$ cat src/rtl/accu_program_sequencer.sv
// accu_program_sequencer
// Fetch/decode/execute controller for one accumulator+ALU unit. It fetches
// instruction words {class, op, operand} over a req/valid handshake, presents
// opcode/operand and the accumulator clock-enable to the datapath, and
// resolves unconditional and carry-conditional jumps.
//
// Optional feature macro: SEQ_SINGLE_STEP_EN
//   When defined, an extra input `step` gates completion of every EXEC cycle
//   so the program can be advanced one instruction at a time.
//
// Datapath widths default to the DATA_WIDTH / OP_CODE_WIDTH macros shared
// with the accumulator+ALU unit, falling back to 8 and 4.

`ifndef DATA_WIDTH
`define DATA_WIDTH 8
`endif
`ifndef OP_CODE_WIDTH
`define OP_CODE_WIDTH 4
`endif

module accu_program_sequencer #(
    parameter int data_width    = `DATA_WIDTH,
    parameter int op_code_width = `OP_CODE_WIDTH,
    parameter int pc_width      = 6,
    parameter int instr_width   = 2 + op_code_width + data_width
) (
    input  logic                     clk,
    input  logic                     rst,
    input  logic                     start,
`ifdef SEQ_SINGLE_STEP_EN
    input  logic                     step,
`endif
    output logic                     busy,
    output logic                     done,
    output logic                     imem_req,
    output logic [pc_width-1:0]      imem_addr,
    input  logic                     imem_valid,
    input  logic [instr_width-1:0]   imem_data,
    output logic [op_code_width-1:0] opcode,
    output logic [data_width-1:0]    operand,
    output logic                     acc_ce,
    output logic                     acc_clr,
    input  logic                     cy,
    output logic [pc_width-1:0]      pc_o
);

    typedef enum logic [1:0] {
        ST_IDLE  = 2'd0,
        ST_FETCH = 2'd1,
        ST_EXEC  = 2'd2,
        ST_DONE  = 2'd3
    } state_t;

    localparam logic [1:0] CLS_ALU  = 2'b00;
    localparam logic [1:0] CLS_JMP  = 2'b01;
    localparam logic [1:0] CLS_JC   = 2'b10;
    localparam logic [1:0] CLS_HALT = 2'b11;

    // Instruction field extraction.
    function automatic logic [1:0] instr_class(input logic [instr_width-1:0] w);
        return w[instr_width-1 -: 2];
    endfunction

    function automatic logic [op_code_width-1:0] instr_op(input logic [instr_width-1:0] w);
        return w[data_width +: op_code_width];
    endfunction

    function automatic logic [data_width-1:0] instr_operand(input logic [instr_width-1:0] w);
        return w[data_width-1:0];
    endfunction

    // Jump target: operand bits above the program counter width are dropped.
    function automatic logic [pc_width-1:0] jump_target(input logic [instr_width-1:0] w);
        return w[pc_width-1:0];
    endfunction

    state_t                   state_r;
    logic [pc_width-1:0]      pc_r;
    logic [instr_width-1:0]   ir_r;
    logic                     busy_r;
    logic                     done_r;
    logic                     imem_req_r;
    logic                     acc_ce_r;
    logic                     acc_clr_r;
    logic                     exec_go_s;
    logic [pc_width-1:0]      pc_inc_s;

    // Sequential pc increment; wraps silently at the top of program space.
    assign pc_inc_s = pc_r + pc_width'(1);

`ifdef SEQ_SINGLE_STEP_EN
    // EXEC only completes in a cycle where step is high; acc_ce is gated so
    // the accumulator only loads in that completing cycle.
    assign exec_go_s = step;
    assign acc_ce    = acc_ce_r & step;
`else
    // EXEC always completes in a single cycle.
    assign exec_go_s = 1'b1;
    assign acc_ce    = acc_ce_r;
`endif

    assign busy      = busy_r;
    assign done      = done_r;
    assign imem_req  = imem_req_r;
    assign imem_addr = pc_r;
    assign pc_o      = pc_r;
    assign acc_clr   = acc_clr_r;
    // opcode/operand come straight from the instruction register, so they stay
    // stable from EXEC entry until the next instruction is latched.
    assign opcode    = instr_op(ir_r);
    assign operand   = instr_operand(ir_r);

    // Control FSM with all control outputs registered alongside the state.
    always_ff @(posedge clk) begin
        if (rst) begin
            state_r    <= ST_IDLE;
            pc_r       <= '0;
            ir_r       <= '0;
            busy_r     <= 1'b0;
            done_r     <= 1'b0;
            imem_req_r <= 1'b0;
            acc_ce_r   <= 1'b0;
            acc_clr_r  <= 1'b0;
        end else begin
            case (state_r)
                ST_IDLE: begin
                    done_r   <= 1'b0;
                    acc_ce_r <= 1'b0;
                    if (start) begin
                        // Clear the accumulator during the first fetch cycle.
                        state_r    <= ST_FETCH;
                        pc_r       <= '0;
                        busy_r     <= 1'b1;
                        imem_req_r <= 1'b1;
                        acc_clr_r  <= 1'b1;
                    end else begin
                        busy_r     <= 1'b0;
                        imem_req_r <= 1'b0;
                        acc_clr_r  <= 1'b0;
                    end
                end

                ST_FETCH: begin
                    acc_clr_r <= 1'b0;
                    if (imem_valid) begin
                        ir_r       <= imem_data;
                        imem_req_r <= 1'b0;
                        acc_ce_r   <= (instr_class(imem_data) == CLS_ALU);
                        state_r    <= ST_EXEC;
                    end else begin
                        // Unbounded wait: keep the request and address steady.
                        imem_req_r <= 1'b1;
                        acc_ce_r   <= 1'b0;
                    end
                end

                ST_EXEC: begin
                    if (exec_go_s) begin
                        acc_ce_r <= 1'b0;
                        case (instr_class(ir_r))
                            CLS_ALU: begin
                                pc_r       <= pc_inc_s;
                                imem_req_r <= 1'b1;
                                state_r    <= ST_FETCH;
                            end
                            CLS_JMP: begin
                                pc_r       <= jump_target(ir_r);
                                imem_req_r <= 1'b1;
                                state_r    <= ST_FETCH;
                            end
                            CLS_JC: begin
                                // cy holds the carry registered by the last ALU op.
                                pc_r       <= cy ? jump_target(ir_r) : pc_inc_s;
                                imem_req_r <= 1'b1;
                                state_r    <= ST_FETCH;
                            end
                            CLS_HALT: begin
                                done_r     <= 1'b1;
                                imem_req_r <= 1'b0;
                                state_r    <= ST_DONE;
                            end
                            default: begin
                                imem_req_r <= 1'b0;
                                state_r    <= ST_IDLE;
                            end
                        endcase
                    end else begin
                        // Single-step hold: everything stays as latched.
                        state_r <= ST_EXEC;
                    end
                end

                ST_DONE: begin
                    // pc is left pointing at the HALT instruction.
                    done_r     <= 1'b0;
                    busy_r     <= 1'b0;
                    imem_req_r <= 1'b0;
                    acc_ce_r   <= 1'b0;
                    acc_clr_r  <= 1'b0;
                    state_r    <= ST_IDLE;
                end

                default: begin
                    busy_r     <= 1'b0;
                    done_r     <= 1'b0;
                    imem_req_r <= 1'b0;
                    acc_ce_r   <= 1'b0;
                    acc_clr_r  <= 1'b0;
                    state_r    <= ST_IDLE;
                end
            endcase
        end
    end

endmodule

$ cat config.mk
export PLATFORM = sky130hd
export DESIGN_NAME = accu_program_sequencer
export DESIGN_NICKNAME = d
export VERILOG_FILES = /design/src/rtl/accu_program_sequencer.sv
export SDC_FILE = /design/constraint.sdc
export NUM_CORES = 1
export LEC_CHECK = 0
export CORE_UTILIZATION = 41
export DETAILED_ROUTE_END_ITERATION = 10
export PLACE_DENSITY = 0.88
export REMOVE_ABC_BUFFERS = 1
export SYNTH_ARGS = -nofsm -noshare
export SYNTH_HDL_FRONTEND = slang
export SYNTH_SLANG_ARGS = --single-unit
$ cat constraint.sdc
create_clock -name clk -period 1.6 [get_ports clk]
set_clock_uncertainty 0.15 [all_clocks]
set_input_delay 0.48 -clock clk [delete_from_list [all_inputs] [get_ports clk]]
set_output_delay 0.48 -clock clk [all_outputs]
set_load 0.01 [all_outputs]
* After elaboration in Yosys (flattened, before gate mapping) *
Cells that the tools add are included.
W data, S select, Z words.

word-level totals
  input bits = 19
  word-level logic and storage cells = 52
  bits in registers = 27
  output and inout port bits = 29

operators by class
  reductions and logical operators = 15
  add/sub/neg operators = 1
  eq/ne operators = 10
  muxes and demuxes = 18

operators with widths
  cell                   number
  $pmux W6 S3            1
  $mux W6                2
  $pmux W6 S2            1
  $pmux W1 S2            5
  $eq A2 B2 Y1 const B   4
  $pmux W2 S4            1
  $reduce_bool A2 Y1     4
  $add A6 B1 Y6 const B  1
  $logic_not A2 Y1       3
  $reduce_and A2 Y1      3
  $reduce_or A3 Y1       2
  $eq A2 B1 Y1 const B   2
  $mux W1                4
  $mux W2                2
  $ne A2 B2 Y1 const B   2
  $ne A4 B1 Y1 const B   1
  $pmux W1 S4            1
  $pmux W2 S2            1
  $reduce_or A2 Y1       2
  $reduce_and A3 Y1      1
  $ne A2 B1 Y1 const B   1

* Depth between registers and ports, before layout *
  depth in word-level cells = 4
  gate-level depth with buffers = 7
  gate-level depth less buffers = 6

* Worst setup path after synthesis *
OpenSTA, ideal clock, no wires.

  path kind = reg2reg
  start = register state_r[0]
  end = register acc_ce_r, in the netlist acc_ce
  clock period less this slack = 1.756 ns
  buffers on the path = 1
  cell stages (with the launch flop) = 6
  data required time = 1.363 ns
  setup time = 0.087 ns
  setup slack = -0.156 ns
  arrival time = 1.519 ns
  cell sequence = dfxtp_1 -> inv_1 -> ha_1 -> buf_4 -> or4_1 -> nor4b_2

on the way
  longest elaborated chain between the ends = 3
  elaborated cells between the ends (all ways) = 6
  those cells by class = eq/ne (3); mux (1); reduce/logical (2)

RTL lines
  what                                                     line  RTL
  from (decl)                                              77    state_t state_r;
  from (signal assigned)                                   116   state_r <= ST_IDLE;
  from (signal assigned)                                   131   state_r <= ST_FETCH;
  from (signal assigned)                                   149   state_r <= ST_EXEC;
  $eq A2 B2 Y1 / $logic_not A2 Y1 (equally long branches)  125   case (state_r)
  $reduce_or A3 Y1 (no source line)                        n/a
  $pmux W1 S2 *                                            125
  to (signal assigned)                                     148   acc_ce_r <= (instr_class(imem_data) == CLS_ALU);
  to (decl)                                                83    logic acc_ce_r;

Every way passes the cells marked *; elsewhere a longest branch is shown, timed or not.
A chain may end at the register's enable or synchronous reset.

* Worst setup path after layout *
  start = input port cy
  end = register pc_r[5], in the netlist imem_addr[5]

on the way
  longest elaborated chain between the ends = 3

RTL lines
  what                  line  RTL
  from (decl)           43    input logic cy,
  $mux W6               173   pc_r <= cy ? jump_target(ir_r) : pc_inc_s;
  $pmux W6 S3           160   case (instr_class(ir_r))
  $pmux W6 S2           125
  to (signal assigned)  162   pc_r <= pc_inc_s;
  to (signal assigned)  167   pc_r <= jump_target(ir_r);
  to (signal assigned)  173
  to (decl)             78    logic [pc_width-1:0] pc_r;

Every way passes these cells.

==> qor.yml <==
setup_path:
  slowest_stage: "clkdlybuf4s50_1"
  worst_path_largest_cell_delay_ns: 0.46
  cp_cell_sequence: "clkdlybuf4s50_1 -> nand2b_2 -> a2111oi_4 -> buf_4 -> o211ai_1 -> o211ai_1"
  reg2reg_depth: 5
  crit_arrival_ns: 1.93
  cp_top_family: "buffers and inverters"
  crit_type: "input port to register"
  rr_endpoint: "acc_ce"
  cp.required_ns: 1.73
  critPathLaunch: "cy"
  rrSetupSlack_ns: -0.19
  cpMostUsedCell: "o211ai_1"
  rr_startpoint: "state_r[1]"
  cp_max_fo: 6
  worstSetupEndpointType: "register"
  startpoint_type: "input port"
  critical_path_depth: 6
  cp_num_buf_inv: 2
  endpoint: "imem_addr[5]"
power_and_ir_drop:
  total_leakage_power_nw: 0.938
  power_density_nw_per_um2: 1190
  total_power_mw: 2.69
  vdd_drop_max_v: 0.000918
timing:
  rsz0062_at_grt: "true"
  tns_ns: -0.934
  worstMarginPinSlew_ns: 0.313
  maxSlewViolCount: 0
  slew_headroom: 0.791
  setup_viol: 7
  period_share: 1.12
  hold_viol_final: 0
  fin_ws_ns: -0.196
  fmax_mhz: 557
  period_needed_ns: 1.80
logic_synthesis:
  synth_simple_gate_area_frac: 0.241
  synthMuxAreaShare: 0.00704
  yosysUniqueCellTypes: 30
  syn_area_um2: 1420
  synthCells: 172
  synth_top_cell_area_share: 0.380
  synth_most_common_cell: "nand2_1"
  synth_compound_area_frac: 0.166
  synth.yosys.seq_area_share: 0.380
  synth_top_family_by_area: "simple AND/OR/NAND/NOR gates"
  syn_avg_cell_area_um2: 8.27
  ys.flop_type: "dfxtp_1"
  synth_edf_count: 0
  ys_ff_latch: 27
  yosysTopAreaCell: "dfxtp_1"
  synth-xor-area-share: 0
  synth_adder_area_share: 0.0792
  ys_warn_count: 0
  synth_common_cells: "nand2_1 (36), dfxtp_1 (27), a21oi_1 (22)"
  synth.top_cells.by_area: "dfxtp_1 (38%), buf_4 (10%), nand2_1 (9.5%)"
  synthArstFlopShare: 0
placement:
  gp_congestion: 0.872
  portBuffers: 47
  dp.cells: 272
  dpl.hpwl_um: 2530
  placed_cell_area_um2: 2020
detailed_routing:
  first_pass_iters: 4
  finalWirelength_um: 4390
  viasPerCell: 5.10
  drtIter0Drc: 82
  wire_per_inst_um: 15.2
  antenna_left: 0
  num_vias: 1474
  drcViolationCount: 0
floorplan:
  fp-row-count: 21
  num_io_pins: 48
  die-width_um: 60.9
  design.core.area_um2: 3340
  fp.dieArea_um2: 3710
  start_util: 0.426
  die_h_um: 60.9
global_routing:
  overflow: 0
  grt_max_degree: 17
  grt_use_total: 0.231
  grt_pass1_wl_um: 6230
  antenna_found_initial: 0
  grt_pass1_vias: 1371
cts:
  cts_buffers: 3
  root_buffer: "clkbuf_4"
  clock_path_buffers: 2
  clock_latency_ns: 0.36
  tritoncts: "yes"
  cts_hold_buffers: 0
  cts.sinks: 27
  clk_pin_slew_ns: 0.17
  htreeDepth: 1
layout:
  drive_gt1_frac: 0.527
  multi_input_area_um2: 881
  layout.nets: 272
  syn2layout_area_growth_pct: 58.5
  nFillCells: 237
  num_antenna_cells: 0
  final_cells: 289
  register_area_um2: 572
  stdcell_area_um2: 2250
hold_path:
  hold_path.class: "register to register"
  holdPathStages: 2
status:
  status: "finished with violations"
  violations: "negative setup slack"
flow_run:
  drv_cap: 0
-- cell usage in the layout, fill, tap and decap left out, drive strengths merged --
master and instances:
o211ai 2, or3 1, nor3 6, nor2 8, a32oi 2, a22oi 3, nand2b 4, o22ai 1
o21ai 2, buf 45, nor2b 3, dlygate4sd2 1, inv 6, ha 9, mux2i 1, dfxtp 27
clkdlybuf4s50 17, a2111oi 2, nand2 36, nand3 7, o21ba 1, and2b 1, nor4b 2, a21oi 22
and2 1, clkinvlp 1, clkdlybuf4s15 3, a311oi 1, clkbuf 27, or4 1
-- state kept, by name, summed over array words and instances, names as in the netlist --
name       count
acc_ce         1
done           1
imem_req       1
state_r        2
ir_r          14
busy           1
imem_addr      6
acc_clr        1
-- worst reg2reg max path: stages (launching register included) --
cell     delay (ns)
dfxtp_4        0.41
inv_4          0.05
ha_4           0.15
buf_4          0.13
or4_4          0.54
nor4b_4        0.28
-- cells by family after synthesis --
family          Yosys count
fa+ha+maj                 9
mux                       1
flops                    27
buf+inv                  29
simple gates             70
compound gates           36
-- per-layer routing --
layer,vias up,GRT usage,routed length [µm]
met1,691,0.288,1860
met5,-,0,0
met4,0,0.0942,108
li1,712,-,-
met3,13,0.0448,232
met2,58,0.392,2180
-- repair_timing --
action | CTS | global route
gates resized for setup | 107 | 54
pin swaps | 9 | 9
endpoints found under the setup margin | 39 | 43
gates cloned | 0 | 0
setup buffers | 7 | 7
-- through the flow --
| step | setup slack (ns) | hold WS [ns] | util |
|---|---|---|---|
| CTS | -0.128 | 0.317 | 0.670 |
| global placement | -0.504 | 0.291 | 0.605 |
| finish | -0.196 | 0.316 | 0.676 |
| floorplan | -0.128 | 0.313 | - |
| detailed placement | -0.524 | 0.297 | 0.605 |
| global route | -0.268 | 0.330 | 0.676 |
-- cell type report --
type                    instances  share of cell area
multi-input cells             116               0.391
clock inverters                 1             0.00333
inverters                       6              0.0133
flip-flops and latches         27               0.254
well taps                      46              0.0255
clock buffers                   3             0.00999
repair buffers                 90               0.304
-- report_power, final --
| part | switching (mW) | internal [mW] | total (mW) |
|---|---|---|---|
| Clock | 0.236 | 0.0964 | 0.332 |
| Combinational | 0.710 | 0.773 | 1.48 |
| Sequential | 0.0799 | 0.796 | 0.876 |
-- how the worst min path moves through the flow --
stage	start	end	slack [ns]
2_1_floorplan	ir_r[13]	ir_r[13]	0.31
3_3_place_gp	ir_r[7]	ir_r[7]	0.29
3_5_place_dp	ir_r[11]	ir_r[11]	0.30
4_1_cts	ir_r[11]	ir_r[11]	0.32
5_1_grt	ir_r[11]	ir_r[11]	0.33
6_report	ir_r[11]	ir_r[11]	0.32
No activity file was read; power rests on OpenSTA's default activity.
